$ cat config.mk
export PLATFORM = sky130hd
export DESIGN_NAME = fetch_unit_flat
export DESIGN_NICKNAME = d
export VERILOG_FILES = /design/src/rtl/fetch_unit_pkg.sv /design/src/rtl/fetch_unit_if.sv /design/src/rtl/fetch_iq.sv /design/src/rtl/fetch_unit.sv /design/src/flat_wrapper.sv
export SDC_FILE = /design/constraint.sdc
export NUM_CORES = 1
export LEC_CHECK = 0
export BUFFER_PORTS_ARGS = -buffer_cell sky130_fd_sc_hd__clkbuf_2
export CORE_MARGIN = 1
export CORE_UTILIZATION = 28
export DETAILED_ROUTE_END_ITERATION = 16
export GPL_ROUTABILITY_DRIVEN = 0
export PLACE_DENSITY = 0.51
export REMOVE_ABC_BUFFERS = 1
export SLEW_MARGIN = 10
export SYNTH_ARGS = -nofsm -noshare
export SYNTH_HDL_FRONTEND = slang
export SYNTH_SLANG_ARGS = --single-unit
export TNS_END_PERCENT = 30
$ cat constraint.sdc
create_clock -name clk -period 4.46 [get_ports clk]
set_input_delay 0.892 -clock clk [delete_from_list [all_inputs] [get_ports clk]]
set_output_delay 0.892 -clock clk [all_outputs]
set_load 0.05 [all_outputs]
$ cat src/rtl/fetch_unit_pkg.sv
// Definitions shared by fetch and decode: opcodes, fetch FSM states, queue entry layout, B/J immediates.
package fetch_unit_pkg;

  localparam logic [6:0] OP_BRANCH = 7'b1100011;
  localparam logic [6:0] OP_JAL    = 7'b1101111;

  typedef enum logic [0:0] {
    REQ  = 1'b0,
    WAIT = 1'b1
  } fetch_state_e;

  typedef struct packed {
    logic [31:0] inst;
    logic [31:0] pc;
    logic        pred;
  } iq_entry_t;

  // Sign-extended byte offsets of conditional branches and JAL.
  function automatic logic [31:0] imm_b(input logic [31:0] inst);
    return {{19{inst[31]}}, inst[31], inst[7], inst[30:25], inst[11:8], 1'b0};
  endfunction

  function automatic logic [31:0] imm_j(input logic [31:0] inst);
    return {{11{inst[31]}}, inst[31], inst[19:12], inst[20], inst[30:21], 1'b0};
  endfunction

endpackage

$ cat src/rtl/fetch_unit_if.sv
// Fetch-stage bundle: instruction memory, branch predictor lookup, redirect and decode-queue head.
interface fetch_unit_if;

  logic        mem_req;
  logic [31:0] mem_addr;
  logic        mem_valid;
  logic [31:0] mem_data;
  logic [31:0] pred_addr;
  logic        pred_taken;
  logic        flush;
  logic [31:0] flush_pc;
  logic        iq_valid;
  logic [31:0] iq_inst;
  logic [31:0] iq_pc;
  logic        iq_pred;
  logic        iq_ready;

  modport master (
    output mem_req, mem_addr, pred_addr, iq_valid, iq_inst, iq_pc, iq_pred,
    input  mem_valid, mem_data, pred_taken, flush, flush_pc, iq_ready
  );

  modport slave (
    input  mem_req, mem_addr, pred_addr, iq_valid, iq_inst, iq_pc, iq_pred,
    output mem_valid, mem_data, pred_taken, flush, flush_pc, iq_ready
  );

endinterface

$ cat src/rtl/fetch_iq.sv
// Synchronous circular FIFO with clear; head read from storage, so an entry shows the cycle after its push.
// Push while full / pop while empty are ignored; en=0 holds every register.
module fetch_iq #(
  parameter int DEPTH = 4,
  parameter int AW    = 2,
  parameter int W     = 65
) (
  input  logic          clk,
  input  logic          rst,
  input  logic          en,
  input  logic          clr,
  input  logic          push,
  input  logic [W-1:0]  push_dat,
  input  logic          pop,
  output logic [W-1:0]  head_dat,
  output logic [AW:0]   count,
  output logic          full,
  output logic          empty
);

  logic [W-1:0]  mem_q [DEPTH];
  logic [AW-1:0] wr_ptr_q, wr_ptr_d;
  logic [AW-1:0] rd_ptr_q, rd_ptr_d;
  logic [AW:0]   count_q, count_d;
  logic          do_push, do_pop;

  assign full     = (count_q == (AW+1)'(DEPTH));
  assign empty    = (count_q == '0);
  assign count    = count_q;
  assign do_push  = push && !full;
  assign do_pop   = pop && !empty;
  assign head_dat = mem_q[rd_ptr_q];

  always_comb begin
    wr_ptr_d = wr_ptr_q;
    rd_ptr_d = rd_ptr_q;
    count_d  = count_q;
    if (clr) begin
      wr_ptr_d = '0;
      rd_ptr_d = '0;
      count_d  = '0;
    end else begin
      // Pointers wrap naturally because DEPTH is a power of two.
      if (do_push) wr_ptr_d = wr_ptr_q + 1'b1;
      if (do_pop)  rd_ptr_d = rd_ptr_q + 1'b1;
      case ({do_push, do_pop})
        2'b10:   count_d = count_q + 1'b1;
        2'b01:   count_d = count_q - 1'b1;
        default: count_d = count_q;
      endcase
    end
  end

  always_ff @(posedge clk) begin
    if (rst) begin
      wr_ptr_q <= '0;
      rd_ptr_q <= '0;
      count_q  <= '0;
    end else if (en) begin
      wr_ptr_q <= wr_ptr_d;
      rd_ptr_q <= rd_ptr_d;
      count_q  <= count_d;
    end
  end

  always_ff @(posedge clk) begin
    if (en && do_push && !clr) mem_q[wr_ptr_q] <= push_dat;
  end

endmodule

$ cat src/rtl/fetch_unit.sv
// Fetch stage: one outstanding imem request, predictor-steered next PC, entry on iq_* one cycle after the response.
// Issue stalls while the queue is full; rdy=0 freezes all state. FETCH_JAL_EN also redirects JAL in fetch.
module fetch_unit
  import fetch_unit_pkg::*;
#(
  parameter logic [31:0] RESET_PC = 32'h0000_0000,
  parameter int          IQ_DEPTH = 4,
  parameter int          IQ_AW    = 2
) (
  input logic          clk,
  input logic          rst,
  input logic          rdy,
  fetch_unit_if.master fe
);

`ifdef FETCH_JAL_EN
  localparam bit JAL_EN = 1'b1;
`else
  localparam bit JAL_EN = 1'b0;
`endif

  fetch_state_e   state_q, state_d;
  logic [31:0]    pc_q, pc_d;
  logic [31:0]    addr_q, addr_d;
  logic [31:0]    pred_addr_q, pred_addr_d;
  logic           discard_q, discard_d;
  logic [31:0]    inst, next_pc;
  logic           issue, resp, take_br, take_jal;
  logic           iq_push, iq_pop, iq_clr, iq_full, iq_empty;
  logic [IQ_AW:0] iq_count;
  iq_entry_t      push_ent, head_ent;

  assign inst     = fe.mem_data;
  assign resp     = (state_q == WAIT) && fe.mem_valid;
  assign take_br  = (inst[6:0] == OP_BRANCH) && fe.pred_taken;
  assign take_jal = JAL_EN && (inst[6:0] == OP_JAL);

  // addr_q is the PC of the request in flight; pc_q may already hold a redirect target.
  always_comb begin
    next_pc = addr_q + 32'd4;
    if (take_jal)     next_pc = addr_q + imm_j(inst);
    else if (take_br) next_pc = addr_q + imm_b(inst);
  end

  assign push_ent    = '{inst: inst, pc: addr_q, pred: (take_br || take_jal)};
  assign pred_addr_d = (rdy && resp) ? addr_q : pred_addr_q;

  always_comb begin
    state_d   = state_q;
    pc_d      = pc_q;
    addr_d    = addr_q;
    discard_d = discard_q;
    issue     = 1'b0;
    iq_push   = 1'b0;
    iq_pop    = 1'b0;
    iq_clr    = 1'b0;
    if (fe.flush) begin
      iq_clr = 1'b1;
      pc_d   = fe.flush_pc;
      if ((state_q == WAIT) && !fe.mem_valid) begin
        discard_d = 1'b1;
      end else begin
        state_d   = REQ;
        discard_d = 1'b0;
      end
    end else begin
      iq_pop = fe.iq_ready && (iq_count != '0);
      case (state_q)
        REQ: begin
          if (!iq_full) begin
            issue   = 1'b1;
            addr_d  = pc_q;
            state_d = WAIT;
          end
        end
        WAIT: begin
          if (fe.mem_valid) begin
            state_d   = REQ;
            discard_d = 1'b0;
            if (!discard_q) begin
              iq_push = 1'b1;
              pc_d    = next_pc;
            end
          end
        end
        default: state_d = REQ;
      endcase
    end
  end

  always_ff @(posedge clk) begin
    if (rst) begin
      state_q     <= REQ;
      pc_q        <= RESET_PC;
      addr_q      <= RESET_PC;
      discard_q   <= 1'b0;
      pred_addr_q <= '0;
    end else if (rdy) begin
      state_q     <= state_d;
      pc_q        <= pc_d;
      addr_q      <= addr_d;
      discard_q   <= discard_d;
      pred_addr_q <= pred_addr_d;
    end
  end

  fetch_iq #(
    .DEPTH (IQ_DEPTH),
    .AW    (IQ_AW),
    .W     ($bits(iq_entry_t))
  ) u_iq (
    .clk      (clk),
    .rst      (rst),
    .en       (rdy),
    .clr      (iq_clr),
    .push     (iq_push),
    .push_dat (push_ent),
    .pop      (iq_pop),
    .head_dat (head_ent),
    .count    (iq_count),
    .full     (iq_full),
    .empty    (iq_empty)
  );

  // The request stays asserted in WAIT even under rdy=0 so the memory never sees it drop.
  assign fe.mem_req   = !rst && ((state_q == WAIT) || (rdy && issue));
  assign fe.mem_addr  = (state_q == WAIT) ? addr_q : pc_q;
  assign fe.pred_addr = rst ? 32'h0 : pred_addr_d;
  assign fe.iq_valid  = !iq_empty;
  assign fe.iq_inst   = head_ent.inst;
  assign fe.iq_pc     = head_ent.pc;
  assign fe.iq_pred   = head_ent.pred;

  assert property (@(posedge clk) disable iff (rst) (rdy && iq_push) |-> !iq_full);

endmodule

$ cat src/flat_wrapper.sv
// flat-port wrapper written by rule: the top's interface ports become plain ports
module fetch_unit_flat import fetch_unit_pkg::*;
#(
  parameter logic [31:0] RESET_PC = 32'h0000_0000,
  parameter int          IQ_DEPTH = 4,
  parameter int          IQ_AW    = 2
)
  (clk, rst, rdy, fe_mem_req, fe_mem_addr, fe_pred_addr, fe_iq_valid, fe_iq_inst, fe_iq_pc, fe_iq_pred, fe_mem_valid, fe_mem_data, fe_pred_taken, fe_flush, fe_flush_pc, fe_iq_ready);
  fetch_unit_if fe_i ();
  input logic clk;
  input logic rst;
  input logic rdy;
  output wire logic [$bits(fe_i.mem_req)-1:0] fe_mem_req;
  output wire logic [$bits(fe_i.mem_addr)-1:0] fe_mem_addr;
  output wire logic [$bits(fe_i.pred_addr)-1:0] fe_pred_addr;
  output wire logic [$bits(fe_i.iq_valid)-1:0] fe_iq_valid;
  output wire logic [$bits(fe_i.iq_inst)-1:0] fe_iq_inst;
  output wire logic [$bits(fe_i.iq_pc)-1:0] fe_iq_pc;
  output wire logic [$bits(fe_i.iq_pred)-1:0] fe_iq_pred;
  input wire logic [$bits(fe_i.mem_valid)-1:0] fe_mem_valid;
  input wire logic [$bits(fe_i.mem_data)-1:0] fe_mem_data;
  input wire logic [$bits(fe_i.pred_taken)-1:0] fe_pred_taken;
  input wire logic [$bits(fe_i.flush)-1:0] fe_flush;
  input wire logic [$bits(fe_i.flush_pc)-1:0] fe_flush_pc;
  input wire logic [$bits(fe_i.iq_ready)-1:0] fe_iq_ready;
  assign fe_mem_req = fe_i.mem_req;
  assign fe_mem_addr = fe_i.mem_addr;
  assign fe_pred_addr = fe_i.pred_addr;
  assign fe_iq_valid = fe_i.iq_valid;
  assign fe_iq_inst = fe_i.iq_inst;
  assign fe_iq_pc = fe_i.iq_pc;
  assign fe_iq_pred = fe_i.iq_pred;
  assign fe_i.mem_valid = fe_mem_valid;
  assign fe_i.mem_data = fe_mem_data;
  assign fe_i.pred_taken = fe_pred_taken;
  assign fe_i.flush = fe_flush;
  assign fe_i.flush_pc = fe_flush_pc;
  assign fe_i.iq_ready = fe_iq_ready;
  fetch_unit #(.RESET_PC(RESET_PC), .IQ_DEPTH(IQ_DEPTH), .IQ_AW(IQ_AW)) u_core (.clk(clk), .rst(rst), .rdy(rdy), .fe(fe_i));
endmodule
==> results.tsv, run 1 <==
stage	metric	value	unit
die	start_util	0.285	
detailed_routing	drt_pass1_iterations	5	
clock_network	cts-root-buf	clkbuf_16	
power_and_ir_drop	pwr-share-seq	0.490	
sta	hold_viol	0	
power_and_ir_drop	ir_drop	0.235	mV
worst_setup_path	worstSetupPathType	reg -> out	
sta	tightest_slew	1.20	ns
sta	period_needed	3.73	ns
synthesis	synth_compound_area_frac	0.108	
detailed_routing	drtIter0Drc	705	
worst_setup_path	cp.required	3.57	ns
synthesis	synth_simple_gate_area_frac	0.0938	
grt	antenna_found_initial	7	
clock_network	cts_tree	yes	
synthesis	synth.avg_cell_area	12.7	sq um
worst_setup_path	crit_fanout	20	
worst_hold_path	hp-start	u_core.pc_q[6]$_SDFFE_PP0P_	
worst_setup_path	regToRegStartpoint	u_core.addr_q[1]$_SDFFE_PP0P_	
grt	grt_pass1_wl	70600	microns
final_layout	fill_cells	5708	
clock_network	cts.sink_count	367	
synthesis	synth.area.top_cells	edfxtp_1 (47%), dfxtp_1 (13%), mux4_2 (8.9%)	
clock_network	cts_setup_buffers	0	
synthesis	async_flop_share	0	
worst_setup_path	rrSetupSlack	1.17	ns
final_layout	area_delta_synth_final	20.1	%
worst_setup_path	crit_path_max_incr_delay	0.69	ns
synthesis	ys_seq_elements	367	
clock_network	cts.repair.resized	0	
clock_network	clkLatencyLatePin	0.57	ns
power_and_ir_drop	p_switching	0.00173	W
power_and_ir_drop	swShare	0.230	
sta	setup_violations	0	
clock_network	cts_made_buffers	41	
detailed_routing	wl_per_cell	20.9	microns
worst_setup_path	crit_chain	nand3_2, buf_4, nand2_1, a21oi_1, clkbuf_2	
synthesis	synth_top_family_by_area	multiplexers	
worst_setup_path	cpMaxStageDelayCell	nand3_2	
synthesis	synth_area	16500	sq um
placement	hpwl	32500	microns
clock_network	cts_buffer_depth	3	
sta	min_period_over_period	0.837	
synthesis	yosysUniqueCellTypes	71	
power_and_ir_drop	power.density	381	nW/um^2
placement	place.port_buffers	201	
sta	holdWs	0.460	ns
sta	max_freq	268	MHz
worst_setup_path	cp-startpoint	u_core.state_q$_SDFFE_PP0P_	
final_layout	final_util	0.342	
synthesis	synth_fa_ha_area_frac	0.0297	
grt	globalRouteTotalUtil	0.159	
synthesis	yosys_most_used_dff	edfxtp_1	
die	io_pins	202	
sta	rsz0062_at_grt	no	
worst_hold_path	min_to	u_core.addr_q[6]$_SDFFE_PP0P_	
clock_network	hold_buffers	0	
sta	drv_slew	0	
detailed_routing	ant_nets	0	
sta	final.setup_skew	0.0179	ns
worst_setup_path	cp.arrival	2.84	ns
worst_setup_path	reg2reg_depth	12	
synthesis	synth-seq-area-share	0.603	
synthesis	synth_top_area_share	0.473	
flow_run	timing.max_cap.violations	0	
detailed_routing	routed_wl	47800	microns
clock_network	h-tree-depth	2	
synthesis	yosys.area.top_type	edfxtp_1	
die	core	58000	sq um
grt	grt_remaining_overflow	0	
synthesis	synthXorXnorAreaFrac	0.0276	
power_and_ir_drop	p_leak	7.17	nW
synthesis	synth_edf_count	260	
power_and_ir_drop	p_int	0.00581	W
worst_hold_path	hold_path_depth	2	
grt	grt_max_degree	54	
detailed_routing	viasPerCell	4.86	
clock_network	clkSlewWorstSetupHoldPaths	0.06	ns
run_status	status	complete, no violations	
power_and_ir_drop	p_comb_frac	0.062	
synthesis	synth_cells	1297	
die	rows	88	
worst_hold_path	hp-class	reg -> reg	
final_layout	multiInputGateArea	6150	sq um
grt	grt_pass1_vias	10976	
sta	relSlewSlack	0.200	
detailed_routing	vias	11131	
synthesis	synthMuxAreaShare	0.112	
worst_setup_path	start_kind	flip-flop	
final_layout	seq_area	9960	sq um
detailed_routing	drc	0	
die	fp.dieW	245	microns
die	die_h	245	microns
final_layout	drive_above_1_share	0.275	
final_layout	nets	1599	
worst_setup_path	end_kind	primary output	
power_and_ir_drop	p_clk_frac	0.447	
synthesis	yosysWarnings	0	
worst_setup_path	r2r-end	u_core.pc_q[19]$_SDFFE_PP0P_	
die	dieArea	59900	sq um
power groups by stage:
| stage | clock, W | combinational, W | sequential (W) |
|---|---|---|---|
| 2_1_floorplan | 0 | 0.000272 | 0.00376 |
| 3_3_place_gp | 0 | 0.000471 | 0.00377 |
| 3_5_place_dp | 0 | 0.000475 | 0.00377 |
| 4_1_cts | 0.00349 | 0.000477 | 0.00370 |
| 5_1_grt | 0.00360 | 0.000511 | 0.00370 |
| 6_report | 0.00338 | 0.000471 | 0.00370 |
sequential cells by signal, indices dropped and copies added (netlist names), named ones only:
register and cells:
u_core.u_iq.mem_q 260, u_core.addr_q 32, u_core.pc_q 32, u_core.pred_addr_q 32, u_core.u_iq.count 3, u_core.u_iq.rd_ptr_q 2
u_core.u_iq.wr_ptr_q 2, u_core.discard_q 1, u_core.state_q 1
how the worst max path moves through the flow:
stage          depth (start not counted)  slack [ns]                            to
3_5_place_dp                          13        0.63  u_core.pc_q[25]$_SDFFE_PP0P_
2_1_floorplan                          1       -0.01                 fe_iq_inst[0]
5_1_grt                                5        0.51              fe_pred_addr[18]
4_1_cts                                5        0.62               fe_pred_addr[2]
6_report                               5        0.73               fe_pred_addr[2]
3_3_place_gp                          13        0.68  u_core.pc_q[25]$_SDFFE_PP0P_
kinds of logic (layout without fill, tap and decap cells):
kind of cell | count (synthesis) | in the layout
buffers and inverters | 108 | 334
DFF | 367 | 367
adders and majority gates | 38 | 38
other | 0 | 1
xor gates and xnor gates | 52 | 52
and+or+nand+nor | 350 | 350
muxes | 100 | 100
AOI/OAI and AO/OA | 282 | 282
critical path: cells and delay by family, from the launching register on:
family | cells | cell delay, ns
buf+inv | 2 | 0.69
simple gates | 2 | 0.79
compound gates | 1 | 0.10
flops | 1 | 0.68
cells in the mapped netlist (all sizes together) (7+ instances only):
cell,number
edfxtp,260
nand2,178
a21oi,151
dfxtp,107
nor2,72
clkbuf,65
mux4,65
ha,36
mux2,33
xnor2,33
o21ai,28
inv,23
nand3,23
a211oi,20
buf,20
nor3,19
xor2,19
a21o,16
nand4,16
a31oi,10
and3,9
nor2b,7
metrics by stage:
stage | total power, W | setup WS (ns) | cell area (sq um) | TNS [ns] | std cells
after floorplan | 0.00403 | -0.0130 | 16200 | -0.844 | 1212
after global placement | 0.00424 | 0.679 | 18500 | 0 | 2212
after detailed placement | 0.00425 | 0.634 | 18500 | 0 | 2212
after CTS | 0.00766 | 0.623 | 19800 | 0 | 2288
after global routing | 0.00782 | 0.510 | 19800 | 0 | 2288
final | 0.00755 | 0.727 | 19800 | 0 | 2289
layout make-up:
cell class / instances / share of cell area
sequential: 367 / 0.502
multi-input combinational: 822 / 0.310
timing repair buffer: 235 / 0.0669
clock buffer: 63 / 0.0595
tap: 765 / 0.0483
clock inverter: 13 / 0.00827
inverter: 23 / 0.00435
antenna: 1 / 0.000126
layout by cell type (no fill, tap or decap), drive strengths merged, types with 5 or more instances in the layout:
cell,instances
edfxtp,260
nand4,16
xnor2,33
mux2,33
o22ai,5
nor2,72
a21oi,151
a21o,16
o21ai,28
nor3,19
inv,24
nor2b,7
buf,35
o211ai,6
dfxtp,107
a211oi,20
ha,36
nand2,178
a31oi,10
a311oi,5
xor2,19
and2,6
nand3,23
and3,9
clkinv,9
mux4,65
clkbuf,263
metal layers:
metal / track usage / routed length, microns
met5: 0 / 63
met2: 0.253 / 22100
met3: 0.0426 / 3220
met4: 0.0412 / 1050
met1: 0.213 / 21400
Note: power is estimated with default switching activity, not from simulation.
==> run 2, diff against run 1 <==
clock period = 3.6 ns   (was 4.46 ns; I/O delays follow)
==> run 2 against run 1 <==
Compared with the run above: power up 25%; first-iteration DRC count increased by 15%; setup slack worse by 0.43 ns; critical path depth did not move; routed wire length grew 2.1%; worst hold slack got worse by 0.095 ns; clock skew grew 0.0096 ns; largest cell class unchanged.
==> results.tsv, run 2 (same netlist as run 1, synthesis figures left out) <==
stage	metric	value	unit	change
clock_network	cts_setup_buffers	0		unchanged
die	core	58000	sq um	unchanged
clock_network	cts_buffer_depth	3		unchanged
clock_network	hold_buffers	0		unchanged
power_and_ir_drop	power.density	459	nW/um^2	+21%
detailed_routing	wl_per_cell	21.1	microns	+0.96%
final_layout	drive_above_1_share	0.292		+0.0170
die	start_util	0.285		unchanged
sta	final.setup_skew	0.0276	ns	+0.00964 ns
final_layout	final_cell_mix	edfxtp_1 (260), nand2_1 (178), clkbuf_2 (168), a21oi_1 (149), dfxtp_1 (104)		
die	die_h	245	microns	unchanged
worst_setup_path	cpLargestDelayFamily	flip-flops		
grt	grt_pass1_vias	11050		+0.67%
sta	rsz0062_at_grt	no		
worst_setup_path	worstSetupPathType	reg -> out		
grt	grt_max_degree	77		+43%
power_and_ir_drop	p_leak	7.46	nW	+4.1%
sta	tightest_slew	0.928	ns	-0.272 ns
detailed_routing	ant_nets	0		unchanged
worst_setup_path	end_kind	primary output		
grt	globalRouteTotalUtil	0.162		+0.00292
detailed_routing	viasPerCell	4.91		+0.89%
clock_network	cts.sink_count	367		unchanged
clock_network	cts_made_buffers	42		+2.4%
final_layout	fill_cells	5612		-1.7%
grt	grt_remaining_overflow	0		unchanged
sta	drv_slew	0		unchanged
die	io_pins	202		unchanged
clock_network	cts.repair.resized	0		unchanged
die	dieArea	59900	sq um	unchanged
final_layout	nets	1626		+1.7%
sta	setup_ws	0.301	ns	-0.426 ns
clock_network	h-tree-depth	2		unchanged
clock_network	clkLatencyLatePin	0.57	ns	about the same
clock_network	clkSlewWorstSetupHoldPaths	0.06	ns	about the same
sta	holdWs	0.365	ns	-0.0955 ns
placement	place.port_buffers	201		unchanged
worst_setup_path	cp.arrival	2.58	ns	-0.26 ns
die	rows	88		unchanged
worst_setup_path	crit_chain	nand3_2, buf_12, nand2_1, a21oi_1, buf_12		
sta	period_needed	3.30	ns	
sta	max_freq	303	MHz	
final_layout	mostFrequentLayoutCell	edfxtp_1		
grt	grt_pass1_wl	72100	microns	+2.1%
final_layout	seq_area	9960	sq um	unchanged
clock_network	cts_tree	yes		
final_layout	largest_register_ffs	260		unchanged
final_layout	area_delta_synth_final	24.8	%	
sta	hold_viol	0		unchanged
grt	antenna_found_initial	5		-2
final_layout	fin_area	20600	sq um	+4.0%
final_layout	regMostFlops	u_core.u_iq.mem_q		
worst_hold_path	hp-class	in -> reg		
clock_network	cts-root-buf	clkbuf_16		
sta	relSlewSlack	0.381		+0.181
worst_setup_path	crit_top_cell	buf_12		
worst_setup_path	cp.required	2.88	ns	-0.69 ns
sta	min_period_over_period	0.916		
flow_run	timing.max_cap.violations	0		unchanged
detailed_routing	routed_wl	48900	microns	+2.1%
worst_setup_path	critPathBufInv	2		unchanged
final_layout	antenna_cells	0		-1
placement	hpwl	33100	microns	+1.9%
placement	place_ws	-0.0647	ns	-0.698 ns
power_and_ir_drop	ir_drop	0.290	mV	+23%
die	fp.dieW	245	microns	unchanged
detailed_routing	drc	0		unchanged
detailed_routing	drt_pass1_iterations	5		unchanged
detailed_routing	vias	11363		+2.1%
run_status	status	complete, no violations		
worst_setup_path	crit_path_max_incr_delay	0.64	ns	-0.05 ns
placement	place_area	19200	sq um	+4.1%
final_layout	multiInputGateArea	6150	sq um	unchanged
detailed_routing	drtIter0Drc	814		+15%
worst_setup_path	cpMaxStageDelayCell	dfxtp_2		
sta	setup_violations	0		unchanged
worst_setup_path	crit_fanout	18		-10%
worst_setup_path	start_kind	flip-flop		
==> run 2: cell types whose count changed in the layout (fill, tap and decap cells not counted), moves of 2 or more <==
cell / previous run / this run
clkbuf_1: 16 / 3
clkinv_2: 5 / 9
clkbuf_8: 5 / 3
clkinv_4: 0 / 2
clkbuf_2: 200 / 168
buf_12: 5 / 43
buf_4: 30 / 50
inv_6: 1 / 3
clkinv_1: 2 / 9
==> run 2: worst reg2reg max path: stages, from the launching register on <==
cell       delay, ns
dfxtp_1         0.56
inv_1           0.14
fa_1            0.42
nor2b_1         0.21
o2111ai_1       0.19
a21boi_1        0.37
nor3b_1         0.13
o31ai_1         0.38
a21oi_1         0.18
o221ai_1        0.23
xnor2_1         0.10
a311oi_1        0.25
==> run 2: worst paths after layout <==
path,from,end,slack (ns),cells after the start
max reg2reg,u_core.addr_q[2]$_SDFFE_PP0P_,u_core.pc_q[25]$_SDFFE_PP0P_,0.35,11
min,fe_mem_data[18],u_core.u_iq.mem_q[3][51]$_DFFE_PP_,0.36,1
min reg2reg,u_core.pc_q[6]$_SDFFE_PP0P_,u_core.addr_q[6]$_SDFFE_PP0P_,0.46,2
max,u_core.state_q$_SDFFE_PP0P_,fe_pred_addr[5],0.30,5
==> run 2: per-layer routing <==
layer  up-vias  track usage  wire, microns
met5         -            0             59
met4        10       0.0344            736
met3        59       0.0373           2880
met2       268        0.261          23100
met1      5680        0.220          22100
li1       5346            -              -
==> run 2: where the power goes <==
part / internal [W] / leakage, nW / switching, W / total [W]
Combinational: 0.000194 / 3.35 / 0.000420 / 0.000614
Sequential: 0.00453 / 3.43 / 0.0000391 / 0.00457
Clock: 0.00251 / 0.683 / 0.00177 / 0.00428
==> run 2: layout make-up <==
cell class	instances	area share
sequential	367	0.483
multi-input combinational	822	0.299
timing repair buffer	261	0.101
clock buffer	48	0.0535
tap	765	0.0464
clock inverter	30	0.0135
inverter	23	0.00419
==> run 2: through the flow <==
| step | util | power, W | std cells | TNS (ns) |
|---|---|---|---|---|
| 3_5_place_dp | 0.331 | 0.00528 | 2238 | -0.0647 |
| 4_1_cts | 0.355 | 0.00962 | 2316 | 0 |
| 6_report | 0.355 | 0.00947 | 2316 | 0 |
| 5_1_grt | 0.355 | 0.00982 | 2316 | 0 |
| 3_3_place_gp | 0.331 | 0.00528 | 2238 | -0.0712 |
| 2_1_floorplan | - | 0.00500 | 1212 | -96.02 |
